## src/rtl/flicker_if.sv

```systemverilog
// flicker_if: run/RNG/brightness bundle between the flicker controller and its neighbours.
interface flicker_if;
  logic       run;
  logic [3:0] rnd_in;
  logic       rnd_en;
  logic       pwm_out;
  logic [7:0] level;
  logic [7:0] target;
  modport master (output run, rnd_in, input rnd_en, pwm_out, level, target);
  modport slave  (input run, rnd_in, output rnd_en, pwm_out, level, target);
endinterface

```

## src/rtl/flicker_pwm.sv

```systemverilog
// flicker_pwm: candle flicker, random target ramped one LSB per tick onto a PWM pin.
// FLICKER_GAMMA_EN: drive the PWM with (level*level)>>8 instead of level.
module flicker_pwm #(
  parameter int PRESCALE   = 256,
  parameter int MIN_LEVEL  = 96,
  parameter int LEVEL_STEP = 10,
  parameter int HOLD_TICKS = 4
) (
  input logic      clk,
  input logic      reset,
  flicker_if.slave bus_io
);
  localparam int PW = $clog2(PRESCALE);
  localparam int HW = $clog2(HOLD_TICKS + 1);
  typedef enum logic [2:0] {IDLE, FETCH, LOAD, RAMP, HOLD} state_e;
  state_e        state_q;
  logic [PW-1:0] presc_q;
  logic [7:0]    pwm_cnt_q, level_q, target_q, duty;
  logic [1:0]    fetch_q;
  logic [HW-1:0] hold_q;
  logic          rnd_en_q, pwm_q, tick;
  logic [11:0]   target_d;
  assign tick     = presc_q == PW'(PRESCALE - 1);
  assign target_d = 12'(MIN_LEVEL) + 12'(bus_io.rnd_in) * 12'(LEVEL_STEP);
  always_ff @(posedge clk) begin
    if (reset) begin
      presc_q   <= '0;
      pwm_cnt_q <= '0;
      pwm_q     <= 1'b0;
    end else begin
      presc_q   <= tick ? '0 : presc_q + 1'b1;
      pwm_cnt_q <= pwm_cnt_q + 8'd1;
      pwm_q     <= pwm_cnt_q < duty;
    end
  end
`ifdef FLICKER_GAMMA_EN
  logic [15:0] sq_q;
  always_ff @(posedge clk) begin
    if (reset) sq_q <= '0;
    else       sq_q <= 16'(level_q) * 16'(level_q);
  end
  assign duty = sq_q[15:8];
`else
  assign duty = level_q;
`endif
  // run low overrides everything, including a step due on this tick
  always_ff @(posedge clk) begin
    if (reset) begin
      state_q  <= IDLE;
      rnd_en_q <= 1'b0;
      level_q  <= '0;
      target_q <= '0;
      fetch_q  <= '0;
      hold_q   <= '0;
    end else if (!bus_io.run) begin
      state_q  <= IDLE;
      rnd_en_q <= 1'b0;
    end else begin
      case (state_q)
        IDLE: begin
          state_q  <= FETCH;
          rnd_en_q <= 1'b1;
          fetch_q  <= '0;
        end
        FETCH: begin
          fetch_q <= fetch_q + 2'd1;
          if (fetch_q == 2'd3) begin
            state_q  <= LOAD;
            rnd_en_q <= 1'b0;
          end
        end
        LOAD: begin
          target_q <= target_d > 12'd255 ? 8'hff : target_d[7:0];
          state_q  <= RAMP;
        end
        RAMP: if (tick) begin
          if (level_q == target_q) begin
            state_q <= HOLD;
            hold_q  <= '0;
          end else level_q <= level_q < target_q ? level_q + 8'd1 : level_q - 8'd1;
        end
        HOLD: if (tick) begin
          if (hold_q == HW'(HOLD_TICKS - 1)) begin
            state_q  <= FETCH;
            rnd_en_q <= 1'b1;
            fetch_q  <= '0;
          end else hold_q <= hold_q + 1'b1;
        end
        default: state_q <= IDLE;
      endcase
    end
  end
  assign bus_io.rnd_en  = rnd_en_q;
  assign bus_io.pwm_out = pwm_q;
  assign bus_io.level   = level_q;
  assign bus_io.target  = target_q;
endmodule

```

## src/flat_wrapper.sv

```systemverilog
// flat-port wrapper written by rule: the top's interface ports become plain ports
module flicker_pwm_flat 
#(
  parameter int PRESCALE   = 256,
  parameter int MIN_LEVEL  = 96,
  parameter int LEVEL_STEP = 10,
  parameter int HOLD_TICKS = 4
)
  (clk, reset, bus_io_run, bus_io_rnd_in, bus_io_rnd_en, bus_io_pwm_out, bus_io_level, bus_io_target);
  flicker_if bus_io_i ();
  input logic clk;
  input logic reset;
  input wire logic [$bits(bus_io_i.run)-1:0] bus_io_run;
  input wire logic [$bits(bus_io_i.rnd_in)-1:0] bus_io_rnd_in;
  output wire logic [$bits(bus_io_i.rnd_en)-1:0] bus_io_rnd_en;
  output wire logic [$bits(bus_io_i.pwm_out)-1:0] bus_io_pwm_out;
  output wire logic [$bits(bus_io_i.level)-1:0] bus_io_level;
  output wire logic [$bits(bus_io_i.target)-1:0] bus_io_target;
  assign bus_io_i.run = bus_io_run;
  assign bus_io_i.rnd_in = bus_io_rnd_in;
  assign bus_io_rnd_en = bus_io_i.rnd_en;
  assign bus_io_pwm_out = bus_io_i.pwm_out;
  assign bus_io_level = bus_io_i.level;
  assign bus_io_target = bus_io_i.target;
  flicker_pwm #(.PRESCALE(PRESCALE), .MIN_LEVEL(MIN_LEVEL), .LEVEL_STEP(LEVEL_STEP), .HOLD_TICKS(HOLD_TICKS)) u_core (.clk(clk), .reset(reset), .bus_io(bus_io_i));
endmodule
```

## config.mk

```make
export PLATFORM = sky130hd
export DESIGN_NAME = flicker_pwm_flat
export DESIGN_NICKNAME = d
export VERILOG_FILES = /design/src/rtl/flicker_if.sv /design/src/rtl/flicker_pwm.sv /design/src/flat_wrapper.sv
export SDC_FILE = /design/constraint.sdc
export NUM_CORES = 1
export LEC_CHECK = 0
export ABC_CLOCK_PERIOD_IN_PS = 3200
export CAP_MARGIN = 20
export CORE_ASPECT_RATIO = 0.8
export CORE_MARGIN = 1.5
export CORE_UTILIZATION = 50
export DETAILED_ROUTE_END_ITERATION = 7
export HOLD_SLACK_MARGIN = 0.1
export PLACE_DENSITY_LB_ADDON = 0.2
export SLEW_MARGIN = 25
export SYNTH_ARGS = -nofsm -noshare
export SYNTH_HDL_FRONTEND = slang
export SYNTH_SLANG_ARGS = --single-unit
```

## constraint.sdc

```tcl
create_clock -name clk -period 3.2 [get_ports clk]
set_input_delay 0.64 -clock clk [delete_from_list [all_inputs] [get_ports clk]]
set_output_delay 0.64 -clock clk [all_outputs]
set_load 0.05 [all_outputs]
```

Word-level counts from Yosys, hierarchy flattened
Cells that the tools add are included.
{"block": "classes", "addsub": 7, "mul": 1, "magnitude_cmp": 3, "eq_ne": 14, "n_mux": 20, "bitwise_logic": 2, "reduce_logical": 11}
{"cell": "2-to-1 mux 3 bit", "count": 9}
{"cell": "adder 8 x 1 -> 8 bit (second input constant)", "count": 3}
{"cell": "less-than comparator 8 bit", "count": 2}
{"cell": "2-to-1 mux 8 bit", "count": 2}
{"cell": "case mux 3 bit (5 select lines)", "count": 1}
{"cell": "> comparator 12 x 8 -> 1 bit (second input constant)", "count": 1}
{"cell": "AND reduction 4 bit", "count": 3}
{"cell": "!= test 2 x 1 -> 1 bit (second input constant)", "count": 5}
{"cell": "adder 7 x 8 -> 9 bit (first input constant)", "count": 1}
{"cell": "equality test 3 x 2 -> 1 bit (second input constant)", "count": 3}
{"cell": "equality test 8 bit", "count": 1}
{"cell": "equality test 8 bit (second input constant)", "count": 1}
{"cell": "subtractor 8 x 1 -> 8 bit (second input constant)", "count": 1}
{"cell": "multiplier 4 x 3 -> 7 bit (second input constant)", "count": 1}
{"cell": "case mux 2 bit (3 select lines)", "count": 1}
{"cell": "case mux 3 bit (2 select lines)", "count": 1}
{"cell": "AND reduction 6 bit", "count": 1}
{"cell": "AND reduction 5 bit", "count": 1}
{"cell": "2-to-1 mux 2 bit", "count": 2}
{"cell": "OR reduction 2 bit", "count": 2}
{"cell": "adder 3 x 1 -> 3 bit (second input constant)", "count": 1}
{"cell": "equality test 3 x 1 -> 1 bit (second input constant)", "count": 1}
{"cell": "equality test 3 bit (second input constant)", "count": 1}
{"cell": "zero test 3 bit", "count": 1}
{"cell": "other kinds (9)", "count": 12}
{"block": "word_totals", "reg_bits": 42, "input_bits": 7, "out_inout_bits": 18, "elab_cells": 67}

Logic depth before layout (Yosys ltp)
Gate-level depths: netlist of the first run.
{"block": "depth", "ltp_word": 4, "ltp_mapped": 13, "mapped_depth_nobuf": 13}

Least setup slack after synthesis of the first run
OpenSTA, ideal clock, no wires.
{"block": "synth_timing", "kind": "reg-to-reg", "from": "register u_core.target_q[2] (netlist: u_core.bus_io.target[2])", "to": "register u_core.level_q[7] (netlist: u_core.bus_io.level[7])", "arrival_ps": 3313, "t_required_ps": 3130, "slack_ps": -183, "stages_incl_launch_ff": 13, "n_path_buf": 0, "synth_period_minus_slack_ps": 3383, "path_cell_list": "dfxtp_1 inv_1 ha_1 a21o_1 a221o_1 a221o_1 ha_1 a211oi_1 o211ai_1 nand2_1 xor2_1 or3_1 a21oi_1"}
{"block": "synth_between", "elab_chain_len": 3, "word_cells_on_any_way": 5, "classes_between": "1 x order compare; 1 x eq/ne; 1 x mux; 1 x bitwise; 1 x reduce/logical"}
{"element": "start: declaration", "line_no": "flicker_pwm.sv:18", "source": "logic [7:0] pwm_cnt_q, level_q, target_q, duty;"}
{"element": "start signal: assignment", "line_no": "flicker_pwm.sv:73", "source": "target_q <= target_d > 12'd255 ? 8'hff : target_d[7:0];"}
{"element": "branches (longest 3 deep; another with less-than comparator 8 bit)"}
{"element": "end signal: assignment", "line_no": "flicker_pwm.sv:80", "source": "end else level_q <= level_q < target_q ? level_q + 8'd1 : level_q - 8'd1;"}
{"element": "end: declaration", "line_no": "flicker_pwm.sv:18"}
Parallel ways; which one is timed is not known.
A chain may end at the register's enable or synchronous reset.

Worst setup path after layout of the first run
Ends and elaborated chain as after synthesis.

==> results by stage, run 1 <==
Critical path:
- In this run the number of cells on the critical path is 13.
- The largest stage delay on the critical path is 0.43 ns.
- In this run the register-to-register setup slack is 0.10 ns.
- The worst setup path is captured at a flop.
- Data on the critical path is required at its endpoint by 3.44 ns.
- The critical path's top delay family is compound AO/OA/AOI/OAI gates.
- The arrival time at the worst endpoint is roughly 3.3 ns.
- Along the worst path, the maximum fanout reaches 5.
- The kind of critical path is flop to flop.
- The launching element type of the critical path is a flop.
- The signal on the critical path passes through inv_1, ha_1, a21o_1, a221o_1, a221o_2, buf_6, ha_2, nor2_1, o21ai_0, nand2_1, xor2_1, or3_1, a21oi_1.
- The number of cells on the worst reg-to-reg path is 13.
- For this design, the slowest cell found on the critical path is a221o_2.
- Together, buffers and inverters on the worst path number 2.

Cells and area:
- The layout filler cell count is slightly above 400.
- The proportion of layout cells with a drive suffix above 1 is under 10%.
- The number of nets at the end of the flow is 358.
- The multi-input combinational cell area is 1480 um2.
- The repair_antennas step left the layout with diodes totalling 0.
- In the final layout, flip-flops and latches occupy ~850 um2.
- The area growth from synthesis to final layout is 19.5%.

Route:
- The number of vias per cell after detailed routing is about 5.3.
- Once detail routing completed, the nets flagged for antenna violations numbered 0.
- In the final routing, the length of wire on met1 measures between 2000 and 3000 um.
- The detail-routed net length per standard cell is 12.8 um.
- In this run, the number of DRC markers left after iteration 0 of detailed routing was 129.
- The detailed route wirelength on metal3 is 166 um.
- The first detailed-routing pass took 4 iterations.
- After detailed routing, no signal wire sits above met4.
- The total via count after detailed routing is around 2000.
- Summed over all layers, the routed wires come to 4860 um.
- After detailed routing, the number of remaining DRC violations is 0.
- The detailed route wirelength on metal2 is between 2000 and 2500 um.

Synth:
- The simple logic cell fraction of the synthesized area is 21.8%.
- After synthesis, the largest family of logic cells by area is simple AND/OR/NAND/NOR gates.
- The most used standard cell by instance count after synthesis is nor2_1.
- Each instance of the synthesized netlist takes up on average around 8.5 um2.
- After synthesis, the cell types taking the most area are dfxtp_1 35%, ha_1 16%, nor2_1 7.3%, inv_1 3.7%, a21oi_1 3.3%.
- The xor/xnor share of the synthesized area is 5.79%.
- The synthesized netlist contains 41 unique library cells.
- Summing the areas of all compound-gate instances in the mapped netlist gives 13.4% of the synthesized area.
- The post-synthesis cell type with the largest combined area is dfxtp_1.
- The netlist area before placement is 2420 um2.
- The register bit total from synthesis is 42.
- The number of nets in the synthesized netlist is 326.
- The Yosys step of the flow raised 0 warnings.
- Of all flip-flops after synthesis, the portion carrying an async set or reset was 0%.
- The share of Yosys cell area claimed by the top area cell type is 34.7%.
- The most used flip-flop cell after synthesis is dfxtp_1.
- Of the post-synthesis cell area, the part taken by muxes is 0.826%.
- The post-synthesis share of cell area spent on full adders, half adders and majority gates is 17.7%.
- For this run, the register share of the synthesized area comes to 34.7%.
- The number of flops mapped to enable cells by yosys is 0.
- The synthesized instance count is 286.
- The commonest cells after synthesis are 47 x nor2_1, 42 x dfxtp_1, 31 x ha_1, 24 x inv_1, 16 x a21oi_1.

Clock tree:
- The H-tree depth is 2.
- The clock tree from TritonCTS is done.
- The number of buffers added by the clock tree synthesis step is 5.
- The clock-pin slew of the registers on the worst-case setup and hold paths is 0.09 ns.
- The longest clock path from root to sink contains 2 buffers.
- The later-pin clock latency in the skew report is approximately 0.3 ns.
- The master cell of the clock root buffer is clkbuf_8.
- In this run, post-CTS repair resized a total of 0 instances.
- The tree built by TritonCTS fans out to 42 sinks.
- Buffers inserted to repair hold after CTS numbered 0.
- The number of buffers inserted to repair setup after CTS is 0.

Timing:
- The headroom to the max-slew limit is 65.2%.
- For the final database, setup skew stands at 0.00631 ns.
- The final hold violation count is 0.
- The worst hold slack after final layout is 0.461 ns.
- After layout, the worst path uses 96.8% of the clock period.
- For the pin with the worst max-slew slack, the measured transition is 0.520 ns.
- The number of max-slew violations in the final report is 0.
- The minimum clock period after layout is 3.10 ns.
- Setup violations remaining at the end of the flow were counted as 0.
- In the final timing run, aggregate negative setup slack is 0 ns.
- The peak clock frequency supported by timing is 323 MHz.
- Setup repair after global routing left no endpoint under its margin.

Floorplan:
- The floorplan has 22 rows.
- The initial utilization of the core area, before any placement, comes to between 50% and 60%.
- The floorplan die area is ~5300 um2.
- Measured along the x axis, the die boundary spans 80.8 um.
- The number of top-level pins is 25.
- The core box area is 4620 um2.
- The chip height is 65.3 um.

Hold path:
- Counting instances, the worst hold path has a depth of 2.
- The worst hold path class is flop to flop.

Power and ir drop:
- The internal power of the cells totals 723 uW.
- In this run, the combinational gates consume under 10% of the power.
- Sequential cells account for 55.6% of the total power.
- VDD sags by at most 236 uV.
- The analysis attributes to cell leakage a power of 0.00114 uW.
- The power density over the cells is about 340 nW/um2.
- The fraction of power spent switching nets is 25.5%.
- The share of power burned in the clock network is between 30% and 40%.
- The analysis attributes to net switching a power of 247 uW.

Placed design:
- The count of port buffers added during placement is 24.
- At the end of routability-driven placement, the weighted congestion stood at approximately 0.97.
- The HPWL after detailed placement is 3700 um.

GRT:
- The initial antenna violation count was 0.
- The number of global-route vias before repair is roughly 1800.
- Across every metal layer, demand over resource in global routing totals 20.5%.
- After global routing the overflow that remains totals 0.
- The pin count of the biggest net entering global routing is 17.
- The first-pass GRT wire length is 8270 um.

Job:
- The tool flagged a number of max-cap violations equal to 0.

Outcome:
- The flow ran to the end, and the final reports show no timing, DRC or antenna violations.
## routing by layer
layer  GRT usage, %  vias up
met4           7.11        0
li1               -     1056
met5              0        -
met3           4.72        7
met1           29.6      922
met2           29.6       29
## worst register-to-register path, cell delays in order, from the launching register on
cell and delay, ns:
dfxtp_4 0.36, inv_1 0.04, ha_1 0.29, a21o_1 0.18, a221o_1 0.34, a221o_2 0.43, buf_6 0.16, ha_2 0.37
nor2_1 0.05, o21ai_0 0.15, nand2_1 0.08, xor2_1 0.15, or3_1 0.30, a21oi_1 0.13
## placed cells by master, fill, tap and decap left out, types with 2 or more instances in the layout
cell and instances:
nand2b_1 3, nor3_1 13, buf_4 7, nand3_1 11
nand4_1 3, xnor2_1 8, ha_1 28, a211oi_1 5
dfxtp_2 5, clkinvlp_4 2, fa_1 2, a21oi_1 16
inv_1 24, nor2b_1 4, o21ai_0 6, xor2_1 8
nand2_1 13, dfxtp_1 36, nor2_1 47, o21a_1 4
and3_1 5, or3_1 5, or2_2 2, clkdlybuf4s50_1 24
ha_4 2, clkbuf_8 5, a21o_1 5, mux2i_1 2
## area by class of cell
class                      instances  area share (%)
clock buffer                       5            2.38
multi-input combinational        213            51.2
timing repair buffer              32            10.5
sequential                        42            29.4
clock inverter                     3           0.821
tap                               60            2.59
inverter                          24            3.11
## metrics by stage
stage | worst slack [ns] | instances | area [um2] | total power, uW | util (%)
floorplan | 0.0302 | 286 | 2430 | 605 | -
global placement | 0.172 | 371 | 2770 | 627 | 59.8
detailed placement | 0.0352 | 371 | 2770 | 629 | 59.8
CTS | 0.00583 | 379 | 2860 | 985 | 61.8
global route | 0.00647 | 379 | 2890 | 1010 | 62.6
finish | 0.103 | 379 | 2890 | 970 | 62.6
## kinds of logic (layout without fill, tap and decap cells)
family,count (synthesis),in the layout
buf+inv,31,64
xor+xnor,16,16
simple gates,112,112
flops,42,42
fa+ha+maj,33,33
compound gates,50,50
mux,2,2
## power by group through the flow
stage | Sequential (uW) | Combinational [uW] | Clock, uW
after floorplan | 557 | 48.3 | 0
after global placement | 551 | 75.8 | 0
after detailed placement | 552 | 77.6 | 0
after CTS | 540 | 77.9 | 368
after global routing | 541 | 86.9 | 386
final | 539 | 77.4 | 353
## final timing paths
check / start / end
max reg2reg: u_core.bus_io.target[2] / u_core.bus_io.level[7]
max: u_core.bus_io.target[2] / u_core.bus_io.level[7]
min: u_core.fetch_q[1] / u_core.fetch_q[1]
min reg2reg: u_core.fetch_q[1] / u_core.fetch_q[1]
## registers in the layout, summed over array words and instances, names as in the netlist
name / count
u_core.bus_io.level: 8
u_core.state_q: 3
u_core.bus_io.rnd_en: 1
u_core.fetch_q: 2
u_core.pwm_cnt_q: 8
u_core.hold_q: 3
u_core.bus_io.pwm_out: 1
u_core.presc_q: 8
u_core.bus_io.target: 8
Note: power is estimated with default switching activity, not from simulation.
==> run 2, diff against run 1 <==
--- a/config.mk
+++ b/config.mk
@@ -5,6 +5,7 @@
 export SDC_FILE = /design/constraint.sdc
 export NUM_CORES = 1
 export LEC_CHECK = 0
+export ABC_AREA = 1
 export ABC_CLOCK_PERIOD_IN_PS = 3200
 export CAP_MARGIN = 20
 export CORE_ASPECT_RATIO = 0.8
@@ -13,6 +14,7 @@
 export DETAILED_ROUTE_END_ITERATION = 7
 export HOLD_SLACK_MARGIN = 0.1
 export PLACE_DENSITY_LB_ADDON = 0.2
+export SETUP_SLACK_MARGIN = 0.15
 export SLEW_MARGIN = 25
 export SYNTH_ARGS = -nofsm -noshare
 export SYNTH_HDL_FRONTEND = slang
==> run 2 against run 1 <==
  * Worst hold slack improved by 0.00090 ns
  * Setup slack improved by 0.40 ns
  * Highest routed layer unchanged
  * Routed wire length rose by 1.3%
  * Critical path type unchanged
  * Global-route usage fell by 1.7 points
==> results by stage, run 2 <==
Power and ir drop:
- The power density over the cells is 419 nW/um2 (+25%).
- The largest voltage drop on the vdd net was 212 uV (-10%).
- The static leakage came to 0.00135 uW (+19%).

Cells and area:
- The multi-input combinational cell area is 1490 um2 (+0.59%).
- From synthesis to final layout, the design area changed by 15.6%.
- The area used by sequential logic in the layout is 841 um2 (-1.2%).
- The number of inserted diodes is 0 (unchanged).
- The proportion of layout cells with a drive suffix above 1 is 7.96% (-1.4 points).
- The layout filler cell count is 450 (+12%).
- The library cell used most frequently in the layout, excluding fill and tap cells, is nand2_1.
- The number of nets at the end of the flow is 416 (+16%).
- The library cells used most frequently in the layout, excluding fill and tap cells, are 58 x nand2_1, 57 x inv_1, 42 x dfxtp_1.

Floorplan:
- The number of top-level pins came to 25 (unchanged).
- The floorplan die area was 5600 um2 (+6.2%).
- The chip height was 67.2 um (+3.0%).
- The core box area is 4980 um2 (+7.7%).
- The number of rows in the core area is 23 (+4.5%).
- The die span in x is 83.3 um (+3.1%).
- The starting density of the core is 51.8% (-0.58 points).

Synth:
- The simple logic cell fraction of the synthesized area is 25.1% (+3.3 points).
- The commonest cells after synthesis are 58 x nand2_1, 57 x inv_1, 42 x dfxtp_1, 37 x nor2_1, 31 x ha_1.
- The share of synthesized area occupied by flip-flops and latches is 32.6% (-2.1 points).
- The number of flops mapped to enable cells by yosys came to 0 (unchanged).
- The net count of the mapped netlist is 387 (+19%).
- The primary flip-flop cell chosen by synthesis mapping is dfxtp_1.
- The proportion of synthesized area in mux cells is 0% (-0.83 points).
- The netlist area before placement came to 2580 um2 (+6.5%).
- The post-synthesis share of cell area spent on full adders, half adders and majority gates is 16.6% (-1.1 points).
- Among all cell types in the netlist, the one instantiated most often is nand2_1.
- By area the synthesized netlist is led by dfxtp_1 33%, ha_1 15%, nand2_1 8.4%, inv_1 8.3%, nor2_1 5.4%.
- By area, the combinational part of the netlist is dominated by simple AND/OR/NAND/NOR gates.
- The per-instance average area after synthesis is 7.43 um2 (-12%).
- The post-synthesis cell type with the largest combined area is dfxtp_1.
- The fraction of registers with async set or reset after synthesis was 0% (unchanged).
- The register bit total from synthesis is 42 (unchanged).
- The synthesis warning total was 0 (unchanged).
- The xor/xnor share of the synthesized area is 2.72% (-3.1 points).
- The number of distinct library cell variants in the gate-level netlist after synthesis is 37 (-9.8%).
- The synthesized-area fraction occupied by ao, oa, aoi and oai cells was 13.3% (-0.087 points).
- The share of Yosys cell area claimed by the top area cell type is 32.6% (-2.1 points).
- The synthesized instance count was 347 (+21%).

Route:
- The final wirelength is 4920 um (+1.3%).
- The first-pass iteration count of the detailed router was 4 (unchanged).
- The detail-routed net length per standard cell is 11.2 um (-13%).
- The DRC violations left is 0 (unchanged).
- The total via count after detailed routing is 2181 (+8.3%).
- The violation count after the first detailed-routing iteration is 107 (-17%).
- The number of vias per cell after detailed routing is 4.97 (-6.5%).
- The number of routed nets with antenna violations is 0 (unchanged).

Critical path:
- The maximum fanout encountered on the critical timing path was 8 (+3).
- The slowest stage of the critical path belongs to the cell ha_1.
- The kind of critical path is flop to flop.
- The library cell appearing most often on the critical path is nand2_1.
- The largest stage delay on the critical path came to 0.35 ns (-0.08 ns).
- Traced cell by cell, the critical path runs through inv_1, ha_1, nand2_1, nor2_1, nand2_1, nand2_1, ha_1, or2_2, nand2_1, nor2_1, nor2_1, nand3_1, nand3_1, nand2_1, inv_1, nor2_1.
- The required time at the worst-slack endpoint was 3.39 ns (-0.05 ns).
- The arrival time at the worst endpoint came to 2.89 ns (-0.44 ns).
- The endpoint type of the worst setup path is a flop.
- The launching element type of the critical path is a flop.

Timing:
- The minimum clock period after layout is 2.70 ns (-0.397 ns).
- The slew at the pin closest to its max-slew limit is 0.577 ns (+0.0564 ns).
- The post-route clock period utilization is 84.4% (-12 points).
- The total negative setup slack was 0 ns (unchanged).
- The number of max-slew violations in the final report is 0 (unchanged).
- Setup repair after global routing left no endpoint under its margin.
- The final hold violation count came to 0 (unchanged).
- The worst hold slack after final layout is 0.462 ns (+0.000904 ns).
- The headroom to the max-slew limit was 61.5% (-3.7 points).
- The setup skew after layout is 0.00809 ns (+0.00178 ns).
- The peak clock frequency supported by timing is 370 MHz (+15%).
- The setup-violating endpoint count in the final report is 0 (unchanged).
- The worst setup slack after layout is 0.501 ns (+0.397 ns).

Clock tree:
- The later-pin clock latency in the skew report is 0.30 ns (about the same).
- The master cell of the clock root buffer is clkbuf_8.
- The clock tree from TritonCTS is done.
- The CTS sink count is 42 (unchanged).
- The number of buffers inserted to repair setup after CTS is 0 (unchanged).
- The count of instances resized after the clock tree is built is 0 (unchanged).
- The number of buffers added by the clock tree synthesis step is 5 (unchanged).
- The clock-pin slew of the registers on the worst-case setup and hold paths came to 0.08 ns (about the same).
- The count of hold buffers inserted by post-cts repair is 0 (unchanged).
- The H-tree depth came to 2 (unchanged).
- The maximum clock path buffer count is 2 (unchanged).

Placed design:
- The HPWL after detailed placement is 3750 um (+1.4%).
- The setup slack at placement came to 0.322 ns (+0.287 ns).
- The final weighted congestion in routability-driven placement is 0.805 (-17%).
- The count of port buffers added during placement came to 24 (unchanged).

GRT:
- The pin count of the biggest net entering global routing is 20 (+3).
- The first-pass GRT wire length was 8470 um (+2.3%).
- The initial antenna violation count came to 0 (unchanged).
- The global-route usage over all layers is 18.8% (-1.7 points).
- The number of global-route vias before repair is 1958 (+7.5%).
- The sum of overflow across all layers after global routing is 0 (unchanged).

Outcome:
- The run finished with clean final reports.

Hold path:
- The worst hold path class is flop to flop.

Job:
- The number of max-cap violations came to 0 (unchanged).
run 2: cell count changes after synthesis, moves of 5 or more:
cell	delta
nand3_1	+6
or3_1	-5
nor3_1	-9
nor2_1	-10
a21oi_1	+9
xnor2_1	-5
inv_1	+33
nand2_2	+5
o21ai_1	+5
o21ai_0	+5
nand2_1	+45
run 2: logic make-up (layout without fill, tap and decap cells):
logic type / Yosys count / in the layout
flip-flops: 42 / 42
AND/OR/NAND/NOR: 141 / 141
XOR/XNOR: 8 / 8
buffers and inverters: 64 / 94
AO/OA/AOI/OAI: 59 / 59
adder cells (fa/ha/maj): 33 / 33
run 2: layout make-up:
class                           instances  area share, %
Clock buffer                            6           2.77
Sequential cell                        42           28.2
Multi-Input combinational cell        241           50.0
Tap cell                               62           2.60
Clock inverter                          2          0.420
Timing Repair Buffer                   25           8.31
Inverter                               61           7.68
run 2: path summary, 6_finish.rpt:
| check | endpoint | startpoint | slack [ns] | depth (start not counted) |
|---|---|---|---|---|
| worst max register to register | u_core.bus_io.level[7] | u_core.bus_io.target[7] | 0.50 | 16 |
| worst min-delay path | u_core.pwm_cnt_q[0] | u_core.pwm_cnt_q[0] | 0.46 | 1 |
| worst max-delay path | u_core.bus_io.level[7] | u_core.bus_io.target[7] | 0.50 | 16 |
| worst min register to register | u_core.pwm_cnt_q[0] | u_core.pwm_cnt_q[0] | 0.46 | 1 |
run 2: critical path, delay by kind of cell, from the launching register on:
kind	cells	cell delay (ns)
buffers and inverters	2	0.11
AND/OR/NAND/NOR	12	1.51
flip-flops	1	0.34
adder cells (fa/ha/maj)	2	0.64
run 2: power by group:
| part | total, uW | internal [uW] | switching [uW] |
|---|---|---|---|
| sequential | 561 | 545 | 15.8 |
| combinational | 329 | 117 | 212 |
| clock | 359 | 173 | 185 |
| total | 1250 | 836 | 413 |
run 2: routing by layer:
layer	track usage [%]	vias up	wire, um
met5	0	-	0
met4	4.79	0	44
met3	4.28	5	165
met2	32.0	26	2180
met1	24.5	964	2530
li1	-	1186	-
run 2: stage by stage:
stage	total power, uW	util [%]	area, um2	cells
floorplan	826	-	2580	347
global placement	895	58.0	2890	431
detailed placement	900	58.0	2890	431
CTS	1260	59.9	2980	439
global route	1330	59.9	2980	439
finish	1250	59.9	2980	439
